**src/rtl/kfpga_config_pkg.sv**
```systemverilog
// Shared definitions for the kFPGA configuration loader: FSM states, CRC constants,
// shift-counter width and the serial CRC step.
package kfpga_config_pkg;

    typedef enum logic [2:0] {
        ST_IDLE,
        ST_CLEAR,
        ST_LOAD,
        ST_READBACK,
        ST_FINISH
    } state_e;

    localparam logic [15:0] CRC_POLY    = 16'h1021;
    localparam logic [15:0] CRC_INIT    = 16'hFFFF;
    localparam int          SHIFT_CNT_W = 16;

    // One step of CRC-16-CCITT, MSB-first feedback.
    function automatic logic [15:0] crc16_step(input logic [15:0] crc, input logic bit_in);
        crc16_step = {crc[14:0], 1'b0} ^ ((crc[15] ^ bit_in) ? CRC_POLY : 16'h0000);
    endfunction

endpackage

```
**src/rtl/kfpga_crc16_serial.sv**
```systemverilog
// kfpga_crc16_serial: bit-serial CRC-16-CCITT accumulator, one bit per enabled cycle,
// with a synchronous clear back to the init value.
module kfpga_crc16_serial
    import kfpga_config_pkg::*;
(
    input  logic        clk_i,
    input  logic        rst_i,
    input  logic        clear_i,
    input  logic        enable_i,
    input  logic        bit_i,
    output logic [15:0] crc_o
);

    logic [15:0] crc_q;

    always_ff @(posedge clk_i or posedge rst_i) begin
        if (rst_i) begin
            crc_q <= CRC_INIT;
        end else if (clear_i) begin
            crc_q <= CRC_INIT;
        end else if (enable_i) begin
            crc_q <= crc16_step(crc_q, bit_i);
        end
    end

    assign crc_o = crc_q;

endmodule

```
**src/rtl/kfpga_config_loader.sv**
```systemverilog
// kfpga_config_loader: clears the core configuration chain, then streams host words into it LSB-first.
// Build option: define KFPGA_CONFIG_READBACK_EN to add a CRC-checked recirculating readback pass.
module kfpga_config_loader
    import kfpga_config_pkg::*;
#(
    parameter int CHAIN_LENGTH = 64,
    parameter int WORD_WIDTH   = 32,
    parameter int CLEAR_CYCLES = 4
) (
    input  logic                  clk_i,
    input  logic                  rst_i,
    input  logic                  start_i,
    input  logic [WORD_WIDTH-1:0] word_data_i,
    input  logic                  word_valid_i,
    output logic                  word_ready_o,
    output logic                  config_data_o,
    output logic                  config_enable_o,
    output logic                  config_nreset_o,
    input  logic                  config_return_i,
    output logic                  busy_o,
    output logic                  done_o,
    output logic                  error_o
);

    localparam int                     HOLD_W     = $clog2(WORD_WIDTH + 1);
    localparam logic [SHIFT_CNT_W-1:0] LAST_SHIFT = SHIFT_CNT_W'(CHAIN_LENGTH - 1);
    localparam logic [7:0]             LAST_CLEAR = 8'(CLEAR_CYCLES - 1);
    localparam logic [HOLD_W-1:0]      FULL_WORD  = HOLD_W'(WORD_WIDTH);

    state_e                 state_q;
    logic [7:0]             clear_cnt_q;
    logic [SHIFT_CNT_W-1:0] shift_cnt_q;
    logic [WORD_WIDTH-1:0]  hold_q;
    logic [HOLD_W-1:0]      hold_cnt_q;
    logic                   done_q;

    logic start_accept;
    logic load_shift;
    logic word_accept;

    assign start_accept    = (state_q == ST_IDLE) && start_i;
    assign load_shift      = (state_q == ST_LOAD) && (hold_cnt_q != '0);
    assign word_ready_o    = (state_q == ST_LOAD) && (hold_cnt_q == '0);
    assign word_accept     = word_ready_o && word_valid_i;
    assign config_nreset_o = (state_q != ST_CLEAR);
    assign busy_o          = (state_q != ST_IDLE);
    assign done_o          = done_q;

    // NOTE: non-blocking assignments throughout, so every branch reads pre-edge register values.
    always_ff @(posedge clk_i or posedge rst_i) begin
        if (rst_i) begin
            state_q     <= ST_IDLE;
            clear_cnt_q <= '0;
            shift_cnt_q <= '0;
            hold_q      <= '0;
            hold_cnt_q  <= '0;
            done_q      <= 1'b0;
        end else begin
            done_q <= 1'b0;
            unique case (state_q)
                ST_IDLE: begin
                    if (start_i) begin
                        state_q     <= ST_CLEAR;
                        clear_cnt_q <= '0;
                        shift_cnt_q <= '0;
                        hold_cnt_q  <= '0;
                    end
                end
                ST_CLEAR: begin
                    clear_cnt_q <= clear_cnt_q + 8'd1;
                    if (clear_cnt_q == LAST_CLEAR) begin
                        state_q <= ST_LOAD;
                    end
                end
                ST_LOAD: begin
                    if (word_accept) begin
                        hold_q     <= word_data_i;
                        hold_cnt_q <= FULL_WORD;
                    end else if (load_shift) begin
                        hold_q      <= hold_q >> 1;
                        hold_cnt_q  <= hold_cnt_q - 1'b1;
                        shift_cnt_q <= shift_cnt_q + 1'b1;
                        // Last chain bit: drop whatever is left of the final word.
                        if (shift_cnt_q == LAST_SHIFT) begin
                            hold_cnt_q <= '0;
`ifdef KFPGA_CONFIG_READBACK_EN
                            state_q     <= ST_READBACK;
                            shift_cnt_q <= '0;
`else
                            state_q <= ST_FINISH;
                            done_q  <= 1'b1;
`endif
                        end
                    end
                end
`ifdef KFPGA_CONFIG_READBACK_EN
                ST_READBACK: begin
                    // The shift counter is reused to time one full recirculation.
                    shift_cnt_q <= shift_cnt_q + 1'b1;
                    if (shift_cnt_q == LAST_SHIFT) begin
                        state_q <= ST_FINISH;
                        done_q  <= 1'b1;
                    end
                end
`endif
                ST_FINISH: begin
                    state_q <= ST_IDLE;
                end
                default: begin
                    state_q <= ST_IDLE;
                end
            endcase
        end
    end

`ifdef KFPGA_CONFIG_READBACK_EN
    logic        rb_active;
    logic [15:0] crc_load;
    logic [15:0] crc_back;
    logic        error_q;

    assign rb_active = (state_q == ST_READBACK);

    kfpga_crc16_serial u_crc_load (
        .clk_i    (clk_i),
        .rst_i    (rst_i),
        .clear_i  (start_accept),
        .enable_i (load_shift),
        .bit_i    (hold_q[0]),
        .crc_o    (crc_load)
    );

    kfpga_crc16_serial u_crc_back (
        .clk_i    (clk_i),
        .rst_i    (rst_i),
        .clear_i  (start_accept),
        .enable_i (rb_active),
        .bit_i    (config_return_i),
        .crc_o    (crc_back)
    );

    always_ff @(posedge clk_i or posedge rst_i) begin
        if (rst_i) begin
            error_q <= 1'b0;
        end else if (start_accept) begin
            error_q <= 1'b0;
        end else if ((state_q == ST_FINISH) && (crc_load != crc_back)) begin
            error_q <= 1'b1;
        end
    end

    assign error_o         = error_q;
    assign config_enable_o = load_shift | rb_active;
    assign config_data_o   = load_shift ? hold_q[0] : (rb_active & config_return_i);
`else
    logic unused_return;
    assign unused_return   = config_return_i;
    assign error_o         = 1'b0;
    assign config_enable_o = load_shift;
    assign config_data_o   = load_shift & hold_q[0];
`endif

endmodule

```
**config.mk**
```make
export PLATFORM = sky130hd
export DESIGN_NAME = kfpga_config_loader
export DESIGN_NICKNAME = d
export VERILOG_FILES = /design/src/rtl/kfpga_config_pkg.sv /design/src/rtl/kfpga_crc16_serial.sv /design/src/rtl/kfpga_config_loader.sv
export SDC_FILE = /design/constraint.sdc
export NUM_CORES = 1
export LEC_CHECK = 0
export ABC_AREA = 0
export BUFFER_PORTS_ARGS = -buffer_cell sky130_fd_sc_hd__buf_2
export CAP_MARGIN = 20
export CORE_MARGIN = 4
export CORE_UTILIZATION = 53
export CTS_BUF_LIST = sky130_fd_sc_hd__clkbuf_8 sky130_fd_sc_hd__clkbuf_16
export CTS_CLUSTER_SIZE = 30
export DETAILED_ROUTE_END_ITERATION = 10
export MAX_ROUTING_LAYER = met4
export PLACE_DENSITY_LB_ADDON = 0.25
export SLEW_MARGIN = 20
export SYNTH_ARGS = -nofsm -noshare
export SYNTH_HDL_FRONTEND = slang
export SYNTH_HIERARCHICAL = 1
export SYNTH_SLANG_ARGS = --single-unit
```
**constraint.sdc**
```tcl
create_clock -name clk_i -period 1.7 [get_ports clk_i]
set_input_delay 0.085 -clock clk_i [delete_from_list [all_inputs] [get_ports clk_i]]
set_output_delay 0.085 -clock clk_i [all_outputs]
set_load 0.05 [all_outputs]
```
**Word level (Yosys, flattened, before mapping)**

Cells that the tools add are included.

- Register bits after elaboration: 66
- Output and inout port bits: 7
- Logic and storage cells: 59

- $add $sub $neg: 3
- Equality and inequality tests: 11
- Mux-type cells: 23
- Bitwise gates (word level): 1
- Reduce and logical (&&, ||, !) cells: 15

Operators with widths:

| cell | number |
|---|---|
| two-way mux 32 bit | 2 |
| two-way mux 16 bit | 3 |
| one-hot mux 16 bit (2 select lines) | 1 |
| two-way mux 6 bit | 4 |
| adder 16 x 1 -> 16 bit, second input constant | 1 |
| equality test 16 x 6 -> 1 bit, second input constant | 1 |
| one-hot mux 8 bit (2 select lines) | 1 |
| two-way mux 3 bit | 5 |
| one-hot mux 6 bit (2 select lines) | 1 |
| one-hot mux 3 bit (3 select lines) | 1 |
| adder 8 x 1 -> 8 bit, second input constant | 1 |
| equality test 8 x 2 -> 1 bit, second input constant | 1 |
| two-way mux 8 bit | 1 |
| inequality test 2 bit, second input constant | 4 |
| logical NOT 6 bit | 1 |
| nonzero test 2 bit | 3 |
| nonzero test 6 bit | 1 |
| subtractor 6 x 1 -> 6 bit, second input constant | 1 |
| AND reduction 5 bit | 1 |
| two-way mux 1 bit | 4 |
| AND reduction 2 bit | 2 |
| AND reduction 4 bit | 1 |
| equality test 3 x 1 -> 1 bit, second input constant | 1 |
| equality test 3 x 2 -> 1 bit, second input constant | 1 |
| 8 further kinds | 10 |

**Depth between registers and ports, before layout**

Gate-level depths: netlist of the first run.

- Word-level depth: 5
- Gate-level depth with buffers: 8

**Worst setup path after synthesis of the first run**

No wires, ideal clock.

- Path kind: register to register
- From: register hold_cnt_q[5]
- To: register hold_q[31]
- Data arrival time: 2373 ps
- Data required time: 1626 ps
- Slack: -747 ps
- Stages on the path, launching flop included: 5
- Buffers on the path: 0
- Cell sequence: dfrtp_1 -> or4_4 -> nor3_1 -> nand3_1 -> o21ai_2

- Longest elaborated chain between the ends: 5
- Elaborated cells on any way between the ends: 8
- Those cells by class: mux (1); reduce/logical (7)

Ends and longest elaborated chain:

| what | line | RTL |
|---|---|---|
| start, declared | kfpga_config_loader.sv:34 | `logic [HOLD_W-1:0] hold_cnt_q;` |
| start signal, assigned | kfpga_config_loader.sv:81 | `hold_cnt_q <= hold_cnt_q - 1'b1;` |
| logical NOT 6 bit * | kfpga_config_loader.sv:43 | `assign word_ready_o = (state_q == ST_LOAD) && (hold_cnt_q == '0);` |
| logical AND 1 bit * | kfpga_config_loader.sv:43 |  |
| net word_ready_o | kfpga_config_loader.sv:15 | `output logic word_ready_o,` |
| logical AND 1 bit * | kfpga_config_loader.sv:44 | `assign word_accept = word_ready_o && word_valid_i;` |
| nonzero test 2 bit (no source line) | n/a |  |
| AND reduction 2 bit (no source line) | n/a |  |
| end signal, assigned | kfpga_config_loader.sv:77 | `hold_q <= word_data_i;` |
| end signal, assigned | kfpga_config_loader.sv:80 | `hold_q <= hold_q >> 1;` |
| end, declared | kfpga_config_loader.sv:33 | `logic [WORD_WIDTH-1:0] hold_q;` |

Mark *: on every way through the listed nets, which the timed path passes. The rest lies on a longest branch.
A chain may end at the register's enable or synchronous reset.

**Final worst setup path of the first run**

- From: register hold_cnt_q[2]
- To: register hold_cnt_q[3]

- Longest elaborated chain between the ends: 5
- Elaborated cells on any way between the ends: 12
- Those cells by class: add/sub (1); eq/ne (1); mux (4); reduce/logical (6)

Ends and longest elaborated chain:

| what | line |
|---|---|
| subtractor 6 x 1 -> 6 bit or logical NOT 6 bit (tied branches) | kfpga_config_loader.sv:81, kfpga_config_loader.sv:43 |
| two-way mux 6 bit or logical AND 1 bit (tied branches) | kfpga_config_loader.sv:84, kfpga_config_loader.sv:43 |
| two-way mux 6 bit or logical AND 1 bit (tied branches) | kfpga_config_loader.sv:79, kfpga_config_loader.sv:44 |
| two-way mux 6 bit or inequality test 3 bit (tied branches) | n/a |
| one-hot mux 6 bit (2 select lines) or AND reduction 3 bit (tied branches) | n/a |

Several ways; a longest one is shown, not always the timed one. The select of a mux whose other input is x is not followed.

==> reports/metrics.yaml, run 1 <==
outcome:
  status: "finished with violations"
  violations: "negative setup slack"
yosys:
  synth-simple-area-share: 0.2150
  ys_top_cells_by_count: "66 x dfrtp_1, 37 x mux2i_1, 31 x a21oi_2"
  synthMuxAreaShare: 0.1023
  yosysTopAreaCellShare: 0.4563
  syn-cell-area_sq_um: 3620
  synth_edf_count: 0
  synth_compound_area_frac: 0.1642
  synth.distinct_cells: 50
  syn_inst: 341
  synthMostInstantiatedCell: "dfrtp_1"
  post-synth-top-area-cell: "dfrtp_1"
  ys_seq_elements: 66
  seq_area_frac_synth: 0.4563
  synth_top_family_by_area: "simple AND/OR/NAND/NOR gates"
  synthAdderAreaFrac: 0.01383
  synth_fp_nets: 382
  ys_async_sr_fraction: 1.000
  syn_area_per_cell_sq_um: 10.62
  yosys_warnings: 6
  ys.flop_type: "dfrtp_1"
  netlist_top_cells_area: "dfrtp_1 46%, mux2i_1 10%, a21oi_2 7.5%, nor2_2 3.1%, nor2_4 3.1%"
  synth-xor-area-share: 0
pwr:
  p_clk_frac: 0.256
  swShare: 0.3414
  p_int_mw: 4.263
  powerDensity_nw_per_um2: 1317
  p_leak_nw: 2.377
  ir_worst_vdd_mv: 0.8453
  comb_power_share: 0.352
  seq_power_share: 0.392
  p_sw_mw: 2.209
cts:
  cts_buffers: 9
  cts-root-buf: "clkbuf_8"
  htreeDepth: 3
  clk_latency_ns: 0.35
  cts.sinks: 66
  clk_transition_reported_paths_ns: 0.08
  cts_tree: "built"
  cts_buffer_depth: 2
timing:
  max_freq_mhz: 484.4
  setup_violations: 51
  slew_viol_final: 0
  tightestPinTransition_ns: 0.5132
  setup_ws_ns: -0.3644
  skew_ns: 0.01258
  min_period_ns: 2.064
  slew_headroom: 0.6547
  rsz0062_at_grt: "true"
  final.period_utilization: 1.214
  hold_slack_ns: 0.03033
  final_hold_viol_count: 0
critical_path:
  worstPathArrival_ns: 2.26
  path_max_fanout: 5
  cp-end-kind: "register"
  worstSetupPathType: "register to register"
  cp.required_ns: 1.90
  crit_chain: "or4_4 -> buf_6 -> o21ai_4 -> inv_2 -> buf_4 -> buf_4 -> buf_4 -> nand4_1 -> o311ai_1"
  critPathSlowestCell: "or4_4"
  critPathMaxStageDelay_ns: 0.56
  reg2reg_setup_slack_ns: -0.36
  startpoint_type: "register"
  cp_common_cell: "buf_4"
global_route:
  grt_max_degree: 58
  grt_usage: 0.2157
  grt_pass1_vias: 2922
  grt_pass1_wl_microns: 13880
  overflow: 0
  grt_antenna_before_repair: 0
layout:
  n_antenna_cell: 0
  utilization: 0.7565
  final_cell_area_sq_um: 4913
  area_delta_synth_final_pct: 35.74
  fin_nets: 477
  drive_gt1_frac: 0.4705
detailed_routing:
  drt-pass1-iter-count: 4
  avgViaCountPerCell: 6.017
  wl_per_cell_microns: 18.04
  antenna_left: 0
  remaining_drc_errors: 0
  vias: 3111
  routed_wl_microns: 9329
  first_iter_violations: 165
floorplanning:
  dieArea_sq_um: 8216
  row_count: 29
  die_x_microns: 90.64
  io_pins: 44
  dieHeight_microns: 90.64
  initial_core_util: 0.5573
  placeableCoreArea_sq_um: 6495
placed_design:
  dp.final_hpwl_microns: 5193
  place.gp.congestion: 0.8346
  dpl_cell_area_sq_um: 4139
  portBuffers: 41
run:
  maxCapViolCount: 0
min_path:
  hold_path.class: "primary input to register"
[metrics by stage]
stage | TNS [ns] | total power, mW | setup WS, ns | instances
after global placement | -2.572 | 4.285 | -0.1271 | 477
after CTS | -9.304 | 6.228 | -0.3104 | 508
after floorplan | -3.935 | 3.769 | -0.1162 | 341
final | -13.04 | 6.472 | -0.3644 | 517
after global routing | -15.18 | 6.799 | -0.4101 | 517
after detailed placement | -3.578 | 4.376 | -0.1610 | 477
[worst max-delay path: cells and delay by family (launching register included)]
| family | cells | cell delay [ns] |
|---|---|---|
| compound gates | 2 | 0.25 |
| buf+inv | 5 | 0.64 |
| flops | 1 | 0.38 |
| simple gates | 2 | 0.64 |
[power groups by stage]
stage	registers, mW	logic (mW)	clock network, mW
after global routing	2.59	2.46	1.76
after detailed placement	2.51	1.86	0
after CTS	2.50	2.05	1.68
after global placement	2.48	1.80	0
final	2.54	2.28	1.66
after floorplan	2.46	1.31	0
[layout make-up]
class	instances	area, sq um
Clock buffer	11	151.4
Multi-Input combinational cell	247	1997
Tap cell	77	96.34
Sequential cell	66	1652
Fill cell	393	1582
Timing Repair Buffer	99	865.8
Inverter	13	52.55
Clock inverter	4	98.84
[cell families (layout without fill, tap and decap cells)]
family / count (synthesis) / in the layout
AND/OR/NAND/NOR: 126 / 126
flip-flops: 66 / 66
buffers and inverters: 29 / 127
AO/OA/AOI/OAI: 78 / 79
multiplexers: 37 / 37
other: 1 / 1
adder cells (fa/ha/maj): 4 / 4
[registers in the layout (all words and copies together), names as in the netlist]
| name | flops |
|---|---|
| hold_q | 32 |
| shift_cnt_q | 16 |
| clear_cnt_q | 8 |
| hold_cnt_q | 6 |
| state_q | 3 |
| done_o | 1 |
[final timing paths]
| kind | cells past startpoint | to | startpoint |
|---|---|---|---|
| max | 9 | hold_cnt_q[3] | hold_cnt_q[2] |
| min | 3 | hold_q[14] | word_data_i[14] |
| max reg2reg | 9 | hold_cnt_q[3] | hold_cnt_q[2] |
| min reg2reg | 1 | clear_cnt_q[5] | clear_cnt_q[5] |
| max in group asynchronous | 4 | clear_cnt_q[0] | rst_i |
| min in group asynchronous | 3 | shift_cnt_q[12] | rst_i |
[cell usage in the layout (no fill, tap or decap), types with 7 or more instances in the layout]
master	netlist	final
clkbuf_8	0	11
o21ai_0	14	11
nand2_1	20	19
buf_2	5	38
buf_4	1	39
dfrtp_1	66	66
a21oi_2	31	27
o211ai_1	7	7
buf_6	7	10
nor2_2	18	15
nand4_1	13	13
mux2i_1	37	37
nand3_1	13	12
inv_1	12	9
nor2_1	13	10
nor2_4	10	16
[routing by layer]
| metal | track usage | routed length [microns] | up-vias |
|---|---|---|---|
| li1 | - | - | 1445 |
| met3 | 0.05000 | 476 | 14 |
| met1 | 0.2680 | 3969 | 1542 |
| met5 | - | 0 | - |
| met4 | 0.07908 | 128 | 0 |
| met2 | 0.3447 | 4754 | 110 |
[what timing repair did]
| item | in CTS | in global routing |
|---|---|---|
| setup buffers | 11 | 7 |
| gates resized for setup | 28 | 24 |
| hold endpoints to repair | 28 | 0 |
| pin swaps | 10 | 13 |
| endpoints found under the setup margin | 48 | 56 |
| gates cloned | 5 | 3 |
| hold buffers | 1 | 0 |
Note: power is estimated with default switching activity, not from simulation.
==> run 2, diff against run 1 <==
Settings changed: CORE_UTILIZATION 53 to 55.
Clock period 1.7 ns to 2.3 ns, I/O delays scaled along.
==> run 2 against run 1 <==
The flow now finishes without violations; sequential power down 26%; register-to-register slack gained 0.61 ns; sequential cell count unchanged; clock skew down 0.0036 ns; first-iteration DRC count grew 1.2%; clock power is 40% lower; power shrank 38%; hold slack gained 0.028 ns.
==> reports/metrics.yaml, run 2 (synthesis results as in run 1) <==
outcome:
  status: "completed"
cts:
  clk_transition_reported_paths_ns: 0.07  # about the same
  clk_latency_ns: 0.34  # about the same
  hold_buffers: 1  # unchanged
  cts_setup_buffers: 0  # -11
  cts.sinks: 66  # unchanged
  cts_buffers: 9  # unchanged
  cts_resized: 0  # -100%
  cts_tree: "built"
  cts_buffer_depth: 2  # unchanged
  htreeDepth: 3  # unchanged
  cts-root-buf: "clkbuf_8"
critical_path:
  path_max_fanout: 12  # +7
  crit_chain: "or4_4 -> o21ai_2 -> inv_2 -> and2_1 -> buf_2"
  reg2reg_depth: 4  # -5
  startpoint_type: "register"
  cp.depth: 5  # -4
  critical_path_buf_inv_count: 2  # -3
  worstPathArrival_ns: 2.04  # -0.22 ns
  cp-end-kind: "output port"
  cp_top_family: "simple AND/OR/NAND/NOR gates"
  critPathMaxStageDelay_ns: 0.59  # +0.03 ns
  worstSetupPathType: "register to output port"
  critPathSlowestCell: "or4_4"
  cp.required_ns: 2.18  # +0.28 ns
timing:
  max_freq_mhz: 463.7
  finalSetupTns_ns: 0  # +13.04 ns
  setup_violations: 0  # -100%
  min_period_ns: 2.157
  setup_ws_ns: 0.1435  # +0.5078 ns
  slew_viol_final: 0  # unchanged
  rsz0062_at_grt: "false"
  tightestPinTransition_ns: 0.6601  # +0.1469 ns
  slew_headroom: 0.5588  # -0.09587
  skew_ns: 0.008960  # -0.003618 ns
  final.period_utilization: 0.9376
  final_hold_viol_count: 0  # unchanged
layout:
  finalNonFillerCells: 467  # -9.7%
  fin_nets: 427  # -10%
  area_delta_synth_final_pct: 13.90
  reg.largest.list: "hold_q x32, shift_cnt_q x16, clear_cnt_q x8"
  mostFrequentLayoutCell: "dfrtp_1"
  n_antenna_cell: 0  # unchanged
  regMostFlops: "hold_q"
  drive_gt1_frac: 0.3538  # -0.1166
  final_cell_area_sq_um: 4123  # -16%
  final_cell_mix: "66 x dfrtp_1, 41 x buf_2, 37 x mux2i_1"
  largest_register_ffs: 32  # unchanged
detailed_routing:
  first_iter_violations: 167  # +1.2%
  remaining_drc_errors: 0  # unchanged
  routed_wl_microns: 6964  # -25%
  avgViaCountPerCell: 5.807  # -3.5%
  wl_per_cell_microns: 14.91  # -17%
  vias: 2712  # -13%
  antenna_left: 0  # unchanged
  drt-pass1-iter-count: 4  # unchanged
floorplanning:
  dieArea_sq_um: 7943  # -3.3%
  io_pins: 44  # unchanged
  die_x_microns: 89.13  # -1.7%
  placeableCoreArea_sq_um: 6386  # -1.7%
  row_count: 29  # unchanged
  initial_core_util: 0.5668  # +0.009500
  dieHeight_microns: 89.13  # -1.7%
placed_design:
  pre_cts_slack_ns: 0.2367  # +0.3976 ns
  placed_cells: 451  # -5.5%
  dpl_cell_area_sq_um: 3909  # -5.6%
  portBuffers: 41  # unchanged
  dp.final_hpwl_microns: 4716  # -9.2%
  place.gp.congestion: 0.8462  # +1.4%
pwr:
  p_leak_nw: 1.993  # -16%
  ir_worst_vdd_mv: 0.5140  # -39%
  powerDensity_nw_per_um2: 968.0  # -27%
  finalPower_mw: 3.991  # -38%
global_route:
  grt_usage: 0.1998  # -0.01590
  overflow: 0  # unchanged
  grt_max_degree: 67  # +16%
  grt_antenna_before_repair: 0  # unchanged
  grt_pass1_vias: 2674  # -8.5%
  grt_pass1_wl_microns: 12060  # -13%
run:
  maxCapViolCount: 0  # unchanged
min_path:
  hold_depth: 3  # unchanged
  hold_path.class: "primary input to register"
## run 2: path summary, 6_finish.rpt
check	from	endpoint	slack, ns
setup / recovery	hold_cnt_q[5]	config_data_o	0.14
hold / removal	word_data_i[31]	hold_q[31]	0.06
setup reg to reg	hold_cnt_q[5]	hold_cnt_q[2]	0.25
hold reg to reg	hold_cnt_q[0]	hold_cnt_q[0]	0.50
max in group asynchronous	rst_i	clear_cnt_q[4]	1.62
min in group asynchronous	rst_i	hold_q[31]	0.38
## run 2: area by class of cell
cell class	instances	area (sq um)
flip-flops and latches	66	1652
inverters	13	48.80
multi-input cells	246	1809
clock buffers	12	165.2
well taps	77	96.34
fillers	534	2263
clock inverters	3	38.79
repair buffers	50	312.8
## run 2: tightest hold or removal path: cells and delay by family
kind            cells  cell delay [ns]
simple gates        1             0.09
compound gates      1             0.07
buf+inv             1             0.08
## run 2: per-layer routing
metal / wire length, microns / up-vias / track usage / part of all wire
met5: 0 / - / - / 0
met4: 107 / 0 / 0.07713 / 0.015
met3: 260 / 9 / 0.03134 / 0.037
met2: 3331 / 50 / 0.3094 / 0.48
met1: 3265 / 1320 / 0.2652 / 0.47
li1: - / 1333 / - / -
## run 2: power breakdown
| group | switching (mW) | internal (mW) |
|---|---|---|
| clock network | 0.414 | 0.578 |
| logic | 0.594 | 0.531 |
| registers | 0.344 | 1.53 |
## run 2: per-stage QoR
step | hold WS [ns] | util
after floorplan | 0.2630 | -
after global placement | 0.2165 | 0.6121
after detailed placement | 0.2176 | 0.6121
after CTS | 0.05132 | 0.6456
after global routing | 0.08063 | 0.6456
final | 0.05786 | 0.6456
==> run 3, diff against run 2 <==
==> constraint.sdc (replaced) <==
create_clock -name clk_i -period 2.3 [get_ports clk_i]
set_input_delay 0.345 -clock clk_i [delete_from_list [all_inputs] [get_ports clk_i]]
set_output_delay 0.345 -clock clk_i [all_outputs]
set_load 0.05 [all_outputs]
==> run 3 against run 2 <==
Maximum frequency down 5.1%; largest power group unchanged; critical path type unchanged; count of clock-buffer cells in the layout down 1; clock power up 22%; clock skew down 0.0041 ns.
==> reports/metrics.yaml, run 3 (synthesis results as in run 1) <==
timing:
  max_freq_mhz: 440.0  # -5.1%
  final.period_utilization: 0.9882  # +0.05063
  rsz0062_at_grt: "true"
  final_hold_viol_count: 0  # unchanged
  slew_viol_final: 0  # unchanged
  slew_headroom: 0.5754  # +0.01653
  tightestPinTransition_ns: 0.6354  # -0.02473 ns
  hold_slack_ns: 0.2616  # +0.2037 ns
  min_period_ns: 2.273  # +0.1164 ns
  finalSetupTns_ns: 0  # unchanged
  setup_violations: 0  # unchanged
  skew_ns: 0.004888  # -0.004072 ns
placed_design:
  placed_cells: 451  # unchanged
  dpl_cell_area_sq_um: 3909  # unchanged
  dp.final_hpwl_microns: 4853  # +2.9%
  portBuffers: 41  # unchanged
  place.gp.congestion: 0.8761  # +3.5%
min_path:
  hold_path.class: "primary input to register"
  holdPathEnd: "hold_q[31]"
  worstHoldStart: "word_data_i[31]"
  hold_depth: 3  # unchanged
pwr:
  finalPower_mw: 4.296  # +7.7%
  powerDensity_nw_per_um2: 1009  # +4.2%
  ir_worst_vdd_mv: 0.6388  # +24%
  p_leak_nw: 2.055  # +3.1%
cts:
  clk_transition_reported_paths_ns: 0.07  # about the same
  cts_buffer_depth: 2  # unchanged
  cts.sinks: 66  # unchanged
  cts_buffers: 9  # unchanged
  cts-root-buf: "clkbuf_8"
  htreeDepth: 3  # unchanged
  clk_latency_ns: 0.33  # about the same
  cts_tree: "built"
critical_path:
  crit_chain: "or4_4 -> o21ai_4 -> clkinv_4 -> and2_4 -> buf_8"
  path_max_fanout: 8  # -4
  startpoint: "hold_cnt_q[3]"
  reg2reg_setup_slack_ns: 0.14  # -0.11 ns
  startpoint_type: "register"
  reg2reg_to: "hold_cnt_q[2]"
  worstSetupPathType: "register to output port"
  reg2reg_depth: 5  # +1
  critPathMaxStageDelay_ns: 0.59  # about the same
  worstPathArrival_ns: 1.93  # -0.11 ns
  cp-end-kind: "output port"
  critPathSlowestCell: "or4_4"
  cp.required_ns: 1.96  # -0.22 ns
  r2r-start: "hold_cnt_q[3]"
layout:
  reg.largest.list: "hold_q x32, shift_cnt_q x16, clear_cnt_q x8"
  final_cell_area_sq_um: 4259  # +3.3%
  mostFrequentLayoutCell: "dfrtp_1"
  drive_gt1_frac: 0.3784  # +0.02460
  n_antenna_cell: 0  # unchanged
  regMostFlops: "hold_q"
  finalNonFillerCells: 476  # +1.9%
  fin_nets: 435  # +1.9%
  largest_register_ffs: 32  # unchanged
  area_delta_synth_final_pct: 17.66
  final_cell_mix: "65 x dfrtp_1, 40 x buf_2, 37 x mux2i_1"
detailed_routing:
  remaining_drc_errors: 0  # unchanged
  vias: 2702  # -0.37%
  routed_wl_microns: 7114  # +2.2%
  first_iter_violations: 172  # +3.0%
  wl_per_cell_microns: 14.95  # +0.22%
  drt-pass1-iter-count: 4  # unchanged
  antenna_left: 0  # unchanged
  avgViaCountPerCell: 5.676  # -2.3%
floorplanning:
  row_count: 29  # unchanged
  dieArea_sq_um: 7943  # unchanged
  placeableCoreArea_sq_um: 6386  # unchanged
  dieHeight_microns: 89.13  # unchanged
  initial_core_util: 0.5668  # unchanged
  die_x_microns: 89.13  # unchanged
  io_pins: 44  # unchanged
outcome:
  status: "completed"
global_route:
  grt_pass1_wl_microns: 12050  # -0.12%
  grt_usage: 0.1999  # about the same
  grt_antenna_before_repair: 0  # unchanged
  grt_max_degree: 35  # -48%
  grt_pass1_vias: 2651  # -0.86%
  overflow: 0  # unchanged
run:
  maxCapViolCount: 0  # unchanged
==> run 3: worst max-delay path by stage <==
stage / slack [ns] / cells after the start / to
floorplan: 0.16 / 5 / config_data_o
finish: 0.03 / 5 / config_data_o
global placement: 0.29 / 4 / hold_cnt_q[3]
detailed placement: 0.24 / 4 / hold_cnt_q[3]
CTS: 0.006 / 5 / config_data_o
global route: -0.02 / 5 / config_data_o
==> run 3: area by class of cell <==
type	instances	area (sq um)
timing repair buffer	58	382.9
sequential	66	1653
multi-input combinational	246	1822
inverter	13	53.80
clock buffer	11	151.4
tap	77	96.34
fill	505	2127
clock inverter	5	100.1
==> run 3: stage by stage <==
stage / setup WS, ns / util
final: 0.02704 / 0.6669
after global routing: -0.01863 / 0.6669
after CTS: 0.006492 / 0.6603
after detailed placement: 0.2433 / 0.6121
after global placement: 0.2948 / 0.6121
after floorplan: 0.1630 / -
==> run 3: worst max-delay path, delay by kind of cell, from the launching register on <==
kind	cells	cell delay [ns]
buffers and inverters	2	0.26
AOI/OAI and AO/OA	1	0.19
and+or+nand+nor	2	0.75
DFF	1	0.39
==> run 3: timing repair <==
item / 4_1_cts / 5_1_grt
gates resized for setup: 4 / 5
endpoints found under the hold margin: 15 / 0
pin swaps: 2 / 3
hold buffers: 1 / 0
setup endpoints to repair: 1 / 2
setup buffers: 4 / 4
==> run 3: power by group <==
group          switching, mW  internal [mW]
clock                  0.434          0.776
combinational          0.624          0.597
sequential             0.334           1.53
==> run 3: layer usage <==
layer / wire [microns] / up-vias / global-route usage
met5: 0 / - / -
met4: 89 / 0 / 0.07578
met3: 344 / 9 / 0.04332
met2: 3346 / 63 / 0.3068
met1: 3334 / 1294 / 0.2606
li1: - / 1336 / -
